[src/rtl/dsp_pkg.sv]
// -----------------------------------------------------------------------------
// dsp_pkg
// Shared definitions for the sample averager and its per-channel accumulator:
//   - default widths of the averager datapath
//   - ACC_W, the accumulator width that rules out overflow for 2^MAX_LOG2_N adds
//   - clip-detect constants (a sample of all-zeros or all-ones is a clip)
//   - the measurement state enum
// -----------------------------------------------------------------------------
package dsp_pkg;

  localparam int unsigned DEF_SIG_WIDTH  = 12;
  localparam int unsigned DEF_MAX_LOG2_N = 10;
  localparam int unsigned DEF_LOG2_W     = 4;
  localparam int unsigned DEF_SETTLE_W   = 8;

  // Summing 2^MAX_LOG2_N full-scale samples needs exactly MAX_LOG2_N extra bits.
  localparam int unsigned ACC_W = DEF_SIG_WIDTH + DEF_MAX_LOG2_N;

  // Replicated to the sample width to form the all-zeros / all-ones patterns.
  localparam logic CLIP_LO_BIT = 1'b0;
  localparam logic CLIP_HI_BIT = 1'b1;

  typedef enum logic [1:0] {
    IDLE   = 2'd0,
    SETTLE = 2'd1,
    ACCUM  = 2'd2,
    DONE   = 2'd3
  } state_e;

endpackage

[src/rtl/avg_chan_accum.sv]
// -----------------------------------------------------------------------------
// avg_chan_accum
// One averaging channel: accumulator with clear and add-enable, a divide by
// 2^log2_n implemented as a right shift, and clip detection on the incoming
// sample.
// Ports:
//   clk, rst_n  clock, asynchronous active-low reset
//   i_clr       clear the accumulator (wins over i_add)
//   i_add       add i_sample (zero-extended) to the accumulator
//   i_sample    incoming unsigned sample
//   i_log2_n    shift amount for the mean (already clamped by the caller)
//   o_avg       accumulator >> i_log2_n, truncated to the sample width
//   o_clip_hit  i_sample is all-zeros or all-ones
// -----------------------------------------------------------------------------
import dsp_pkg::*;

module avg_chan_accum #(
  parameter int unsigned SIG_WIDTH = DEF_SIG_WIDTH,
  parameter int unsigned ACC_WIDTH = ACC_W,
  parameter int unsigned LOG2_W    = DEF_LOG2_W
) (
  input  logic                 clk,
  input  logic                 rst_n,
  input  logic                 i_clr,
  input  logic                 i_add,
  input  logic [SIG_WIDTH-1:0] i_sample,
  input  logic [LOG2_W-1:0]    i_log2_n,
  output logic [SIG_WIDTH-1:0] o_avg,
  output logic                 o_clip_hit
);

  logic [ACC_WIDTH-1:0] r_acc;

  // Running sum of the accepted samples of this channel.
  always_ff @(posedge clk or negedge rst_n) begin
    if (!rst_n) begin
      r_acc <= {ACC_WIDTH{1'b0}};
    end else if (i_clr) begin
      r_acc <= {ACC_WIDTH{1'b0}};
    end else if (i_add) begin
      r_acc <= r_acc + ACC_WIDTH'(i_sample);
    end else begin
      r_acc <= r_acc;
    end
  end

  // With exactly 2^log2_n samples summed the shifted value always fits the
  // sample width, so the truncating cast loses nothing.
  assign o_avg      = SIG_WIDTH'(r_acc >> i_log2_n);
  assign o_clip_hit = (i_sample == {SIG_WIDTH{CLIP_LO_BIT}}) ||
                      (i_sample == {SIG_WIDTH{CLIP_HI_BIT}});

endmodule

[src/rtl/sample_averager.sv]
// -----------------------------------------------------------------------------
// sample_averager
// Per measurement: discard `settle` samples after a frequency step, average
// 2^log2_n A/B sample pairs, then present one result over valid/ready.
// Ports:
//   clk, rst_n            clock, asynchronous active-low reset
//   start                 arm a measurement (IDLE only); latches log2_n, settle
//   abort                 return to IDLE from any state, drop any result
//   log2_n, settle        averaging exponent (clamped to MAX_LOG2_N), discards
//   in_valid, in_a, in_b  sample strobe and filtered A/B samples
//   busy                  high in SETTLE, ACCUM and DONE
//   out_valid, out_ready  result handshake
//   out_a, out_b          averaged samples (truncated mean)
//   out_clip              some accumulated sample was all-zeros or all-ones
// -----------------------------------------------------------------------------
import dsp_pkg::*;

module sample_averager #(
  parameter int unsigned SIG_WIDTH  = DEF_SIG_WIDTH,
  parameter int unsigned MAX_LOG2_N = DEF_MAX_LOG2_N,
  parameter int unsigned LOG2_W     = DEF_LOG2_W,
  parameter int unsigned SETTLE_W   = DEF_SETTLE_W
) (
  input  logic                 clk,
  input  logic                 rst_n,
  input  logic                 start,
  input  logic                 abort,
  input  logic [LOG2_W-1:0]    log2_n,
  input  logic [SETTLE_W-1:0]  settle,
  input  logic                 in_valid,
  input  logic [SIG_WIDTH-1:0] in_a,
  input  logic [SIG_WIDTH-1:0] in_b,
  output logic                 busy,
  output logic                 out_valid,
  input  logic                 out_ready,
  output logic [SIG_WIDTH-1:0] out_a,
  output logic [SIG_WIDTH-1:0] out_b,
  output logic                 out_clip
);

  localparam int unsigned        ACC_WIDTH = SIG_WIDTH + MAX_LOG2_N;
  // Sample counter must reach 2^MAX_LOG2_N - 1, plus headroom for the final increment.
  localparam int unsigned        CNT_W     = MAX_LOG2_N + 1;
  localparam logic [LOG2_W-1:0]  LOG2_MAX  = LOG2_W'(MAX_LOG2_N);

  state_e               r_state;
  logic                 r_busy;
  logic                 r_fin;
  logic                 r_clip;
  logic                 r_out_valid;
  logic                 r_out_clip;
  logic [SIG_WIDTH-1:0] r_out_a;
  logic [SIG_WIDTH-1:0] r_out_b;
  logic [LOG2_W-1:0]    r_log2_n;
  logic [SETTLE_W-1:0]  r_settle;
  logic [CNT_W-1:0]     r_cnt;

  logic                 w_start_ok;
  logic                 w_clr;
  logic                 w_add;
  logic                 w_last;
  logic [LOG2_W-1:0]    w_log2_clamped;
  logic [SIG_WIDTH-1:0] w_avg_a;
  logic [SIG_WIDTH-1:0] w_avg_b;
  logic                 w_clip_a;
  logic                 w_clip_b;

  assign w_start_ok     = start && !abort && (r_state == IDLE);
  assign w_clr          = abort || w_start_ok;
  assign w_add          = in_valid && !abort && (r_state == ACCUM);
  assign w_last         = (r_cnt == ((CNT_W'(1) << r_log2_n) - CNT_W'(1)));
  assign w_log2_clamped = (log2_n > LOG2_MAX) ? LOG2_MAX : log2_n;

  avg_chan_accum #(
    .SIG_WIDTH (SIG_WIDTH),
    .ACC_WIDTH (ACC_WIDTH),
    .LOG2_W    (LOG2_W)
  ) u_chan_a (
    .clk        (clk),
    .rst_n      (rst_n),
    .i_clr      (w_clr),
    .i_add      (w_add),
    .i_sample   (in_a),
    .i_log2_n   (r_log2_n),
    .o_avg      (w_avg_a),
    .o_clip_hit (w_clip_a)
  );

  avg_chan_accum #(
    .SIG_WIDTH (SIG_WIDTH),
    .ACC_WIDTH (ACC_WIDTH),
    .LOG2_W    (LOG2_W)
  ) u_chan_b (
    .clk        (clk),
    .rst_n      (rst_n),
    .i_clr      (w_clr),
    .i_add      (w_add),
    .i_sample   (in_b),
    .i_log2_n   (r_log2_n),
    .o_avg      (w_avg_b),
    .o_clip_hit (w_clip_b)
  );

  // Measurement FSM with counters, clip flag and registered result/handshake.
  always_ff @(posedge clk or negedge rst_n) begin
    if (!rst_n) begin
      r_state     <= IDLE;
      r_busy      <= 1'b0;
      r_fin       <= 1'b0;
      r_clip      <= 1'b0;
      r_log2_n    <= {LOG2_W{1'b0}};
      r_settle    <= {SETTLE_W{1'b0}};
      r_cnt       <= {CNT_W{1'b0}};
      r_out_valid <= 1'b0;
      r_out_clip  <= 1'b0;
      r_out_a     <= {SIG_WIDTH{1'b0}};
      r_out_b     <= {SIG_WIDTH{1'b0}};
    end else if (abort) begin
      // Output data is kept; only the handshake is withdrawn.
      r_state     <= IDLE;
      r_busy      <= 1'b0;
      r_fin       <= 1'b0;
      r_clip      <= 1'b0;
      r_settle    <= {SETTLE_W{1'b0}};
      r_cnt       <= {CNT_W{1'b0}};
      r_out_valid <= 1'b0;
    end else begin
      case (r_state)
        IDLE: begin
          if (start) begin
            r_log2_n <= w_log2_clamped;
            r_settle <= settle;
            r_cnt    <= {CNT_W{1'b0}};
            r_clip   <= 1'b0;
            r_busy   <= 1'b1;
            r_state  <= (settle != {SETTLE_W{1'b0}}) ? SETTLE : ACCUM;
          end
        end
        SETTLE: begin
          if (in_valid) begin
            r_settle <= r_settle - SETTLE_W'(1);
            if (r_settle == SETTLE_W'(1)) begin
              r_state <= ACCUM;
            end
          end
        end
        ACCUM: begin
          if (in_valid) begin
            r_cnt <= r_cnt + CNT_W'(1);
            if (w_clip_a || w_clip_b) begin
              r_clip <= 1'b1;
            end
            if (w_last) begin
              r_state <= DONE;
              r_fin   <= 1'b1;
            end
          end
        end
        DONE: begin
          // r_fin marks the cycle after the last add, when the sums are final.
          if (r_fin) begin
            r_fin       <= 1'b0;
            r_out_a     <= w_avg_a;
            r_out_b     <= w_avg_b;
            r_out_clip  <= r_clip;
            r_out_valid <= 1'b1;
          end else if (r_out_valid && out_ready) begin
            r_out_valid <= 1'b0;
            r_busy      <= 1'b0;
            r_state     <= IDLE;
          end
        end
        default: begin
          r_state     <= IDLE;
          r_busy      <= 1'b0;
          r_fin       <= 1'b0;
          r_out_valid <= 1'b0;
        end
      endcase
    end
  end

  assign busy      = r_busy;
  assign out_valid = r_out_valid;
  assign out_a     = r_out_a;
  assign out_b     = r_out_b;
  assign out_clip  = r_out_clip;

endmodule

[config.mk]
export PLATFORM = sky130hd
export DESIGN_NAME = sample_averager
export DESIGN_NICKNAME = d
export VERILOG_FILES = /design/src/rtl/dsp_pkg.sv /design/src/rtl/avg_chan_accum.sv /design/src/rtl/sample_averager.sv
export SDC_FILE = /design/constraint.sdc
export NUM_CORES = 1
export LEC_CHECK = 0
export ABC_AREA = 1
export BUFFER_PORTS_ARGS = -buffer_cell sky130_fd_sc_hd__buf_2
export CORE_MARGIN = 4
export CORE_UTILIZATION = 43
export DETAILED_ROUTE_END_ITERATION = 8
export GPL_TIMING_DRIVEN = 0
export PLACE_DENSITY = 0.7
export SLEW_MARGIN = 20
export SYNTH_ARGS = -nofsm -noshare
export SYNTH_HDL_FRONTEND = slang
export SYNTH_HIERARCHICAL = 1
export SYNTH_SLANG_ARGS = --single-unit
[constraint.sdc]
create_clock -name clk -period 2 [get_ports clk]
set_clock_uncertainty 0.05 [all_clocks]
set_input_delay 0.3 -clock clk [delete_from_list [all_inputs] [get_ports clk]]
set_output_delay 0.3 -clock clk [all_outputs]
set_load 0.01 [all_outputs]
Word-level counts from Yosys, hierarchy flattened
Index checks and enable logic that the tools add are counted.
{"block": "word_totals", "ff_bits": 98, "output_inout_bits": 27}
{"block": "op_classes", "n_addsub": 5, "n_lt_le_gt_ge": 1, "eq_ne": 15, "shift": 3, "n_mux": 40, "bitwise_logic": 1, "reduce_logical": 30}
{"cell": "22-bit two-way mux", "n": 4}
{"cell": "22-bit by 12-bit adder with 22-bit output", "n": 2}
{"cell": "22-bit by 4-bit >> shifter with 12-bit output", "n": 2}
{"cell": "11-bit two-way mux", "n": 3}
{"cell": "12-bit == test (second input constant)", "n": 2}
{"cell": "12-bit zero test", "n": 2}
{"cell": "8-bit two-way mux", "n": 3}
{"cell": "11-bit one-hot mux with 2 select lines", "n": 1}
{"cell": "3-bit inequality test (second input constant)", "n": 7}
{"cell": "2-bit two-way mux", "n": 9}
{"cell": "8-bit one-hot mux with 2 select lines", "n": 1}
{"cell": "3-bit AND reduction", "n": 5}
{"cell": "3-bit nonzero test", "n": 5}
{"cell": "1-bit two-way mux", "n": 14}
{"cell": "11-bit by 1-bit adder with 11-bit output (second input constant)", "n": 1}
{"cell": "11-bit == test", "n": 1}
{"cell": "1-bit by 4-bit << shifter with 11-bit output (first input constant)", "n": 1}
{"cell": "11-bit by 1-bit subtractor with 11-bit output (second input constant)", "n": 1}
{"cell": "8-bit by 1-bit == test with 1-bit output (second input constant)", "n": 1}
{"cell": "2-bit one-hot mux with 4 select lines", "n": 1}
{"cell": "4-bit AND reduction", "n": 2}
{"cell": "8-bit nonzero test", "n": 1}
{"cell": "8-bit by 1-bit subtractor with 8-bit output (second input constant)", "n": 1}
{"cell": "7-bit AND reduction", "n": 1}
{"cell": "13 further kinds", "n": 24}

Longest topological paths before layout
Gate-level depths: netlist of the first run.
{"block": "logic_depth", "word_depth": 7, "mapped_depth": 17}

Modules after synthesis
The synthesis of the first run kept the hierarchy.
{"module": "avg_chan_accum", "n_inst": 2, "cells_per_inst": 443, "area_each_um2": 2528.7}
{"module": "sample_averager", "n_inst": 1, "cells_per_inst": 375, "area_each_um2": 3176.8}

Least setup slack after synthesis of the first run
OpenSTA, ideal clock, no wires.
{"block": "synth_timing", "path_kind": "register to register", "from": "reg r_state[0]", "to": "reg u_chan_a.r_acc[20]", "setup_ns": 0.119, "arrival_ns": 1.919, "setup_slack_ns": -0.088, "stages_incl_launch_ff": 14, "path_buffers": 0, "period_less_slack_ns": 2.088, "cell_sequence": "dfrtp_1 inv_1 ha_1 nand2_1 nor2_1 inv_1 nand2_1 nor2_2 inv_1 nand3_1 nor3_1 nand3_1 nand2_1 nor2_1"}
{"block": "synth_via", "elab_chain_cells": 4}
{"item": "start: declaration", "line": "sample_averager.sv:46", "rtl": "state_e r_state;"}
{"item": "start signal: assignment", "line": "sample_averager.sv:136", "rtl": "r_state <= (settle != {SETTLE_W{1'b0}}) ? SETTLE : ACCUM;"}
{"item": "2-bit zero test (*)", "line": "sample_averager.sv:68", "rtl": "assign w_start_ok = start && !abort && (r_state == IDLE);"}
{"item": "1-bit logical AND (*)", "line": "sample_averager.sv:68"}
{"item": "1-bit logical OR (*)", "line": "sample_averager.sv:69", "rtl": "assign w_clr = abort || w_start_ok;"}
{"item": "via w_clr", "line": "sample_averager.sv:59", "rtl": "logic w_clr;"}
{"item": "22-bit two-way mux or 2-bit nonzero test (tied branches)"}
{"item": "end signal: assignment", "line": "avg_chan_accum.sv:37", "rtl": "r_acc <= {ACC_WIDTH{1'b0}};"}
{"item": "end signal: assignment", "line": "avg_chan_accum.sv:39", "rtl": "r_acc <= {ACC_WIDTH{1'b0}};"}
{"item": "end signal: assignment", "line": "avg_chan_accum.sv:41", "rtl": "r_acc <= r_acc + ACC_WIDTH'(i_sample);"}
{"item": "end: declaration", "line": "avg_chan_accum.sv:32", "rtl": "logic [ACC_WIDTH-1:0] r_acc;"}
The timed path passes the listed nets; every way through them passes the cells marked *.
A chain may end at the register's enable or synchronous reset.

Worst setup path after layout of the first run
{"block": "layout_timing", "from": "reg r_log2_n[1]", "to": "reg r_state[1]"}
{"block": "layout_via", "elab_chain_cells": 5}
{"item": "start: declaration", "line": "sample_averager.sv:54", "rtl": "logic [LOG2_W-1:0] r_log2_n;"}
{"item": "start signal: assignment", "line": "sample_averager.sv:111", "rtl": "r_log2_n <= {LOG2_W{1'b0}};"}
{"item": "start signal: assignment", "line": "sample_averager.sv:131", "rtl": "r_log2_n <= w_log2_clamped;"}
{"item": "1-bit by 4-bit << shifter with 11-bit output", "line": "sample_averager.sv:71", "rtl": "assign w_last = (r_cnt == ((CNT_W'(1) << r_log2_n) - CNT_W'(1)));"}
{"item": "11-bit by 1-bit subtractor with 11-bit output", "line": "sample_averager.sv:71"}
{"item": "11-bit == test", "line": "sample_averager.sv:71"}
{"item": "3-bit inequality test (no line)"}
{"item": "7-bit AND reduction (no line)"}
Every way passes these cells.

==> results of run 1 <==
-- through the flow --
stage	worst slack (ps)	cell area [um2]
after floorplan	10.8	8250
after global placement	-634	8880
after detailed placement	-599	8920
after CTS	-58.1	9490
after global routing	-261	9960
final	-104	9960
-- power by group through the flow --
stage	Combinational (mW)	Sequential [mW]	Clock, mW
finish	5.47	2.57	1.90
CTS	4.95	2.55	1.93
detailed placement	4.56	2.69	0
global placement	4.49	2.67	0
global route	6.11	2.60	2.02
floorplan	3.39	2.64	0
-- how the worst max path moves through the flow --
stage | to | from | depth (start not counted) | slack, ps
final | r_state[1] | r_log2_n[1] | 16 | -100
after global routing | r_state[1] | r_log2_n[2] | 16 | -260
after CTS | r_state[1] | r_log2_n[3] | 16 | -60
after detailed placement | u_chan_a/r_acc[20] | r_state[0] | 13 | -600
after global placement | r_log2_n[2] | rst_n | 1 | -630
after floorplan | r_state[0] | r_log2_n[2] | 15 | 10
-- flip-flops by register name, indices dropped and copies added, names as in the netlist --
register,count
r_state,2
out_clip,1
out_valid,1
r_log2_n,4
r_fin,1
busy,1
r_cnt,11
u_chan_b/r_acc,22
out_b,12
r_settle,8
u_chan_a/r_acc,22
out_a,12
r_clip,1
-- layout make-up --
type,instances,area share (%)
clock buffer,11,2.44
clock inverter,5,0.791
inverter,166,6.38
buffer,31,2.10
timing repair buffer,105,6.86
multi-input combinational,966,53.8
sequential,98,24.7
tap,234,2.94
-- cells by family after synthesis --
family / count (synthesis)
mux: 27
buf+inv: 197
simple gates: 700
flops: 98
compound gates: 188
fa+ha+maj: 34
xor+xnor: 17
-- worst max-delay path, delay by kind of cell (launching register included) --
family / cells / cell delay, ps
adders and majority gates: 1 / 280
buffers and inverters: 2 / 180
and+or+nand+nor: 13 / 1020
DFF: 1 / 450
-- placed cells by master, fill, tap and decap left out, drive strengths merged --
cell / count
nand2: 420
inv: 164
buf: 129
nand3: 121
o21ai: 111
dfrtp: 98
nor2: 95
a21oi: 46
ha: 32
mux2: 24
nor3: 21
clkbuf: 17
nand4: 16
nor4: 13
o22ai: 12
xor2: 11
nand3b: 10
o211ai: 8
xnor2: 6
clkinv: 5
or2: 4
a31oi: 3
mux2i: 3
bufinv: 2
o21a: 2
fa: 2
o31ai: 2
a22oi: 1
o211a: 1
o221ai: 1
o2111ai: 1
dlygate4sd3: 1
-- per-layer routing --
metal  global-route usage [%]  vias to the layer above  wire (um)
li1                         -                     4372          -
met1                     29.4                     3963      10900
met2                     33.1                      216      10500
met3                     2.45                       36       1080
met4                     6.63                        0        450
met5                        0                        -          0
-- timing repair --
action	CTS	global route
pin swaps	8	19
endpoints found under the hold margin	27	0
hold buffers	1	0
setup endpoints to repair	63	73
resized for setup	39	88
setup buffers	12	23
==> results by group, run 1 <==
Logic synthesis
  – Synth Register Bits: about 100
  – Net Count, Synth: approximately 1300
  – Xor/xnor share of the synthesized area: between 1.5 and 2%
  – Proportion of synthesized area in mux cells: about 3.6%
  – Ys async rst share: 100%
  – Simple-gate share of the synthesized area: a little under two fifths
  – Adder-Cell Fraction of Synth Area: roughly 5.3%
  – Post-synth cell types: 45
  – EDFF count, synth: 0
  – Main combinational cell family by area after synthesis: simple AND/OR/NAND/NOR gates
  – Synthesized cell area: 8230 um2
  – Synth area leader: dfrtp_1
  – Most common cell in the synthesized netlist: nand2_1
  – Top post-synthesis cells by count: 406 x nand2_1, 151 x inv_1, 118 x nand3_1
  – Compound-cell area share of the yosys netlist: approximately 12%
  – Part of the Yosys area used for sequential elements: approximately 30%
  – Average size of a mapped cell: 6.53 um2
  – Yosys warning count: 6
  – Post-Synthesis Cells: 1261
  – Largest cells by area after synthesis: dfrtp_1 30%, nand2_1 19%, nand3_1 7.2%
  – Ys flop type: dfrtp_1
  – Post-synth top area share: slightly below 30%

Timing
  – Actual transition at the worst max-transition pin: 492 ps
  – Top achievable clock speed: around 0.48 GHz
  – Worst setup margin: -104 ps
  – Final setup vio count: 3
  – Slew headroom: 67.1%
  – RSZ-0062 raised after global routing: true
  – Final Hold Fails: 0
  – Setup TNS: -302 ps
  – Tmin final: between 2000 and 2500 ps
  – Final slew viol count: 0
  – Hold slack final: 151 ps
  – Period utilisation layout: 105%

Critical path
  – Reg2Reg Depth: 16
  – R2r startpoint: r_log2_n[1]
  – CP max FO: 7
  – CP required: ~2200 ps
  – Crit path cell chain: inv_2 -> nand3_2 -> ha_4 -> inv_2 -> nand2_2 -> nand2_1 -> nor2_1 -> nand2_1 -> nor2_1 -> nand3_1 -> nor2_2 -> nand3_2 -> nand2_4 -> nand2_2 -> nand2_1 -> nand2_1
  – Crit-path max cell delay: between 400 and 500 ps
  – CP dominant cell by count: nand2_1
  – Worst setup EP type: flip-flop
  – Critical-path top delay cell: dfrtp_2
  – Worst setup path category: flip-flop to flip-flop
  – Flop2flop setup slack: -100 ps
  – CP Launch Type: flip-flop
  – Arrival time worst endpoint: ~2300 ps
  – RR Endpoint: r_state[1]

Job
  – Max-cap violations: 0

Run status
  – Status: finished, violations left
  – Failing checks: setup timing

Placed design
  – DP Wirelength: around 17000 um
  – I/O Buffers: 68
  – Routability cong.: about 0.93
  – Placed instance count: about 1600

Power
  – Pleak: roughly 5 nW
  – Clock power share: between 10% and 20%
  – Pint: roughly 5.5 mW
  – PwrDens: 998 nW/um2
  – Sw Share: 44.6%
  – Logic gate share of total power: between 50% and 60%
  – P_sw: around 4.4 mW
  – Peak VDD IR: about 440 uV
  – Power consumption: 9.94 mW
  – Sequential power share: approximately a quarter

Finish
  – P&R area growth vs syn: 21.0%
  – Reg area: about 2500 um2
  – Fraction of layout cells with a size suffix above 1: a little over a fifth
  – Layout Cells excl Fill: about 1600
  – Antenna cells: 0
  – Core Util, Final: 53.1%
  – Final #Nets: 1453
  – Multi-input logic area: about 5400 um2
  – Fillers: 1800

Global route
  – Number of global-route vias before repair: a little under 8000
  – Total gr overflow: 0
  – Largest net degree at the start of global routing: 72
  – Initial antenna violation count: 0
  – First-pass GRT wire length: between 30000 and 40000 um
  – GRT Overall Usage: ~21%

Clocking
  – Clk_lat worst skew: 350 ps
  – Total clock sinks: 98
  – Clock root buffer: clkbuf_16
  – CTS tree: yes
  – Clock transition at path regs: 70 ps
  – Max clock buf depth: 2
  – H-tree depth: 3
  – Total CTS buffers: 9

Worst hold path
  – Min-Delay Path Class: input pin to flip-flop
  – Hold Path Depth: 3
  – Hold wc startpoint: settle[3]
  – Worst Hold Endpoint: r_settle[3]

Floorplanning
  – Io pins: a little under 70
  – Die Y: around 150 um
  – DIE WIDTH: 146 um
  – Starting Density: a little over two fifths
  – Row Count: 50
  – Core Region: between 15000 and 20000 um2
  – Die area: approximately 21000 um2

Drt
  – Via/cell ratio: ~5.3
  – DR WL/cell: between 10 and 15 um
  – Pre-antenna DRT Iters: 5
  – Post-route antenna net violation count: 0
  – Iter 0 DRT Violations: 670
  – Remaining DRCs: 0
  – Routed WL: around 23000 um
  – Vias: 8587
No activity file was read; power rests on OpenSTA's default activity.
==> run 2, diff against run 1 <==
CORE_UTILIZATION = 45   (was 43)
PLACE_DENSITY = 0.72   (was 0.7)
==> results by group, run 2 (synthesized netlist as in run 1, its figures left out) <==
Drt
  – Pre-antenna DRT Iters: 5 (unchanged)
  – Vias: 8576 (-0.13%)
  – Routed WL: 22600 um (-1.4%)
  – Post-route antenna net violation count: 0 (unchanged)
  – Remaining DRCs: 0 (unchanged)
  – DR WL/cell: 14.1 um (-0.57%)
  – Via/cell ratio: 5.35 (+0.74%)
  – Iter 0 DRT Violations: 786 (+17%)

Timing
  – RSZ-0062 raised after global routing: true
  – Worst setup margin: -69.9 ps (+34.0 ps)
  – Tmin final: 2070 ps (-34.0 ps)
  – Period utilisation layout: 103% (-1.7 points)
  – Top achievable clock speed: 0.483 GHz (+1.6%)
  – Hold slack final: 169 ps (+18.4 ps)
  – Slew headroom: 65.9% (-1.2 points)
  – Final setup vio count: 3 (unchanged)
  – Actual transition at the worst max-transition pin: 510 ps (+18.1 ps)
  – Final Hold Fails: 0 (unchanged)
  – Final slew viol count: 0 (unchanged)

Clocking
  – Clock transition at path regs: 70 ps (about the same)
  – H-tree depth: 3 (unchanged)
  – Max clock buf depth: 2 (unchanged)
  – Total clock sinks: 98 (unchanged)
  – Total CTS buffers: 9 (unchanged)
  – Clock root buffer: clkbuf_16
  – CTS tree: yes
  – Clk_lat worst skew: 350 ps (about the same)

Critical path
  – R2r startpoint: r_log2_n[1]
  – Worst setup path category: flip-flop to flip-flop
  – CP required: 2190 ps (about the same)
  – Crit path cell chain: nor2_4 -> nand2_2 -> ha_4 -> inv_2 -> nand2_1 -> nand2_1 -> nor2_1 -> nand2_1 -> nor2_1 -> nand3_1 -> nor2_2 -> nand3_2 -> nand2_4 -> nand2_2 -> nand2_1 -> nand2_1
  – Arrival time worst endpoint: 2260 ps (-30 ps)
  – Crit-path max cell delay: 460 ps (about the same)
  – Critical-path top delay cell: dfrtp_2
  – CP Launch Type: flip-flop
  – CP max FO: 5 (-2)
  – Crit path from: r_log2_n[1]
  – Worst setup EP type: flip-flop
  – CP dominant cell by count: nand2_1

Power
  – Pleak: 4.92 nW (-1.8%)
  – PwrDens: 996 nW/um2 (-0.20%)
  – Peak VDD IR: 546 uV (+25%)

Global route
  – Total gr overflow: 0 (unchanged)
  – First-pass GRT wire length: 37500 um (+0.28%)
  – Number of global-route vias before repair: 7895 (+1.0%)
  – Initial antenna violation count: 0 (unchanged)
  – Busiest metal layer after global routing: met2
  – Largest net degree at the start of global routing: 70 (-2.8%)
  – GRT Overall Usage: 22.1% (+1.3 points)
  – Met3 usage in global routing: 1.91% (-0.54 points)
  – Met1 usage: 32.2% (+2.8 points)
  – GRT met2 Usage: 35.0% (+2.0 points)

Worst hold path
  – Hold wc startpoint: settle[3]
  – Min-Delay Path Class: input pin to flip-flop

Finish
  – Antenna cells: 0 (unchanged)
  – Top Registers: u_chan_a/r_acc (22), u_chan_b/r_acc (22)
  – Fillers: 1766 (-1.9%)
  – Most common cell after layout, fill and taps aside: nand2_1
  – Final #Nets: 1444 (-0.62%)
  – Most frequent cells in the layout: 395 x nand2_1, 144 x inv_1, 110 x nand3_1
  – Fraction of layout cells with a size suffix above 1: 19.4% (-1.6 points)
  – P&R area growth vs syn: 18.1%
  – Layout Cells excl Fill: 1602 (-0.87%)

Floorplanning
  – Starting Density: 45.8% (+2.0 points)
  – Io pins: 69 (unchanged)
  – DIE WIDTH: 143 um (-2.1%)
  – Row Count: 49 (-2.0%)
  – Core Region: 18000 um2 (-4.3%)
  – Die Y: 143 um (-2.1%)
  – Die area: 20500 um2 (-4.2%)

Placed design
  – Routability cong.: 0.940 (+1.2%)
  – Placed instance count: 1559 (-0.32%)
  – I/O Buffers: 68 (unchanged)
  – DP Wirelength: 17400 um (about the same)

Run status
  – Status: finished, violations left
  – Failing checks: setup timing

Job
  – Max-cap violations: 0 (unchanged)
[run 2: changes by cell type in the layout (fill, tap and decap cells not counted), moves of 2 or more]
cell and change:
dfrtp_2 -2, buf_4 -5, mux2_2 +2, nand2_2 -3
ha_4 -7, o21ai_2 -2, buf_6 -2, ha_1 +7
mux2_4 -2, o21ai_1 +3, clkinvlp_4 +3, dfrtp_1 +2
nand2_1 +2
[run 2: metrics by stage]
step | util [%] | instance area (um2) | setup slack (ps) | total power, mW | setup TNS (ps)
after floorplan | - | 8250 | 10.8 | 6.03 | 0
after global placement | 49.4 | 8880 | -638 | 7.15 | -60410
after detailed placement | 49.6 | 8910 | -543 | 7.25 | -18060
after CTS | 52.7 | 9470 | -38.5 | 9.36 | -84.8
after global routing | 54.1 | 9730 | -183 | 10.5 | -783
final | 54.1 | 9730 | -69.9 | 9.69 | -182
[run 2: critical path, delay by kind of cell, from the launching register on]
family	cells	cell delay, ps
DFF	1	460
buffers and inverters	1	30
and+or+nand+nor	14	1150
adders and majority gates	1	280
[run 2: path summary, 6_finish.rpt]
check	depth (start not counted)	slack (ps)	end
setup / recovery	16	-70	r_state[0]
min in group asynchronous	2	350	r_settle[6]
setup reg to reg	16	-70	r_state[0]
max in group asynchronous	3	910	r_log2_n[0]
hold / removal	3	170	r_settle[3]
hold reg to reg	2	430	out_clip
[run 2: layout make-up]
| class | instances | area, um2 | area share (%) |
|---|---|---|---|
| Buffer | 31 | 208 | 2.14 |
| Clock buffer | 10 | 239 | 2.46 |
| Clock inverter | 6 | 66.3 | 0.682 |
| Inverter | 166 | 633 | 6.51 |
| Multi-Input combinational cell | 966 | 5240 | 53.9 |
| Sequential cell | 98 | 2460 | 25.3 |
| Tap cell | 229 | 287 | 2.95 |
| Timing Repair Buffer | 96 | 597 | 6.14 |
[run 2: what timing repair did]
action,in CTS,in global routing
hold buffers,1,0
setup buffers,15,10
endpoints found under the setup margin,56,76
gates cloned,0,1
pin swaps,8,17
resized for setup,34,73
endpoints found under the hold margin,29,0
[run 2: layer usage]
layer  routed length, um  vias up
met2               10300      219
li1                    -     4332
met4                 391        0
met3                1060       32
met5                   0        -
met1               10900     3993
[run 2: power by group]
group | switching, mW | leakage, nW | internal, mW
sequential | 0.265 | 1.34 | 2.29
combinational | 3.34 | 3.44 | 2.00
clock | 0.786 | 0.141 | 1.00
total | 4.39 | 4.92 | 5.30
==> run 3, diff against run 2 <==
CORE_ASPECT_RATIO = 1.4   (was unset)
REMOVE_ABC_BUFFERS = 1   (was unset)
==> results by group, run 3 (synthesized netlist as in run 1, its figures left out) <==
Timing
  – Slew headroom: 68.0% (+2.1 points)
  – Top achievable clock speed: 0.468 GHz (-3.2%)
  – Final Hold Fails: 0 (unchanged)
  – Final slew viol count: 0 (unchanged)
  – Tmin final: 2140 ps (+68.7 ps)
  – Final setup vio count: 22 (+19)
  – Period utilisation layout: 107% (+3.4 points)
  – RSZ-0062 raised after global routing: true
  – Actual transition at the worst max-transition pin: 479 ps (-31.3 ps)
  – Worst setup margin: -139 ps (-68.7 ps)

Placed design
  – I/O Buffers: 68 (unchanged)
  – Routability cong.: 0.905 (-3.7%)
  – Post-Place Setup Slack: -1190 ps (-642 ps)
  – DP Wirelength: 16100 um (-7.2%)
  – Post-DP Area: 8760 um2 (-1.7%)

Critical path
  – Worst setup path category: flip-flop to flip-flop
  – Reg2Reg Depth: 16 (unchanged)
  – CP Launch Type: flip-flop
  – Worst setup EP type: flip-flop
  – CP required: 2190 ps (about the same)
  – Arrival time worst endpoint: 2330 ps (+70 ps)
  – CP max FO: 5 (unchanged)

Job
  – Max-cap violations: 0 (unchanged)

Clocking
  – Max clock buf depth: 2 (unchanged)
  – Total clock sinks: 98 (unchanged)
  – H-tree depth: 3 (unchanged)
  – Clk_lat worst skew: 350 ps (about the same)
  – Total CTS buffers: 9 (unchanged)
  – Clock root buffer: clkbuf_16
  – Clock transition at path regs: 60 ps (about the same)
  – CTS tree: yes

Global route
  – Initial antenna violation count: 0 (unchanged)
  – First-pass GRT wire length: 38200 um (+2.0%)
  – Total gr overflow: 0 (unchanged)
  – Number of global-route vias before repair: 8280 (+4.9%)
  – GRT Overall Usage: 22.7% (+0.64 points)
  – Largest net degree at the start of global routing: 72 (+2.9%)

Finish
  – Reg area: 2470 um2 (+0.36%)
  – Core Util, Final: 57.4% (+3.2 points)
  – Multi-input logic area: 5550 um2 (+5.9%)
  – Top Registers: u_chan_a/r_acc (22), u_chan_b/r_acc (22)
  – Fillers: 1690 (-4.3%)
  – Most frequent cells in the layout: 383 x nand2_1, 142 x inv_1, 101 x nand3_1
  – Fraction of layout cells with a size suffix above 1: 24.9% (+5.4 points)
  – P&R area growth vs syn: 25.4%
  – Final #Nets: 1454 (+0.69%)
  – Cell area after layout: 10300 um2 (+6.1%)
  – Antenna cells: 0 (unchanged)
  – Most common cell after layout, fill and taps aside: nand2_1

Floorplanning
  – Starting Density: 45.8% (-0.086 points)
  – Io pins: 69 (unchanged)
  – DIE WIDTH: 122 um (-15%)
  – Core Region: 18000 um2 (+0.19%)
  – Die area: 20600 um2 (+0.15%)
  – Row Count: 58 (+18%)
  – Die Y: 168 um (+17%)

Power
  – P_sw: 4.90 mW (+12%)
  – Peak VDD IR: 536 uV (-1.9%)
  – PwrDens: 1030 nW/um2 (+3.6%)
  – Pleak: 5.14 nW (+4.3%)
  – Pint: 5.75 mW (+8.6%)
  – Clock power share: 17.0% (-1.5 points)
  – Sw Share: 46.0% (+0.67 points)
  – Sequential power share: 24.3% (-2.1 points)
  – Logic gate share of total power: 58.8% (+3.7 points)

Drt
  – Iter 0 DRT Violations: 662 (-16%)
  – Post-route antenna net violation count: 0 (unchanged)
  – DR WL/cell: 15.1 um (+7.1%)
  – Pre-antenna DRT Iters: 6 (+1)
  – Vias: 8859 (+3.3%)
  – Via/cell ratio: 5.46 (+2.0%)
  – Remaining DRCs: 0 (unchanged)
  – Routed WL: 24500 um (+8.5%)

Run status
  – Status: finished, violations left
  – Failing checks: setup timing

Worst hold path
  – Min-Delay Path Class: input pin to flip-flop
  – Hold Path Depth: 3 (unchanged)
[run 3: what timing repair did]
action	CTS	global route
cloned	3	1
hold endpoints to repair	27	0
hold buffers	1	0
endpoints found under the setup margin	83	69
buffers inserted	38	25
resized for setup	71	133
pin swaps	8	46
[run 3: final cells by class]
class,instances,area share [%]
flip-flops and latches,98,23.9
multi-input cells,966,53.8
clock inverters,5,0.618
inverters,166,6.35
repair buffers,136,10.0
repair inverters,1,0.0727
well taps,240,2.91
clock buffers,11,2.35
[run 3: metal layers]
layer  routed length (um)  GRT usage [%]  vias up
met4                  805           9.89        0
met1                 9960           26.9     4130
met5                    0              0        -
li1                     -              -     4370
met3                 1170           2.55       55
met2                12500           40.8      304
[run 3: power groups by stage]
stage | clock [mW] | sequential, mW | combinational (mW)
finish | 1.81 | 2.58 | 6.26
global route | 1.91 | 2.61 | 6.81
CTS | 1.82 | 2.57 | 5.42
detailed placement | 0 | 2.87 | 4.12
global placement | 0 | 2.98 | 3.91
floorplan | 0 | 2.88 | 2.92
[run 3: final timing paths]
| kind | slack [ps] | startpoint | to |
|---|---|---|---|
| max in group asynchronous | 910 | rst_n | r_state[0] |
| worst min register to register | 440 | out_clip | out_clip |
| worst min-delay path | 140 | log2_n[2] | r_log2_n[2] |
| worst max-delay path | -140 | r_log2_n[3] | r_state[1] |
| worst max register to register | -140 | r_log2_n[3] | r_state[1] |
| min in group asynchronous | 330 | rst_n | out_b[7] |
[run 3: metrics by stage]
stage	hold WS (ps)	instances	total power, mW	TNS [ps]
after global routing	150	1623	11.3	-4110
after global placement	421	1538	6.88	-120430
after floorplan	-45.6	1230	5.80	-19930
after CTS	134	1598	9.82	-222
after detailed placement	142	1540	6.99	-41950
final	138	1623	10.6	-1790
[run 3: critical path: stages (launching register included)]
cell and delay, ps:
dfrtp_4 490, nor2_4 170, nand3_2 120, ha_4 290, inv_2 20, nand2_1 50
nand2_1 40, nor2_1 90, nand2_1 60, nor2_1 100, nand3_1 90, nor2_2 100
nand3_2 100, nand2_4 100, nand2_2 60, nand2_1 60, nand2_1 50
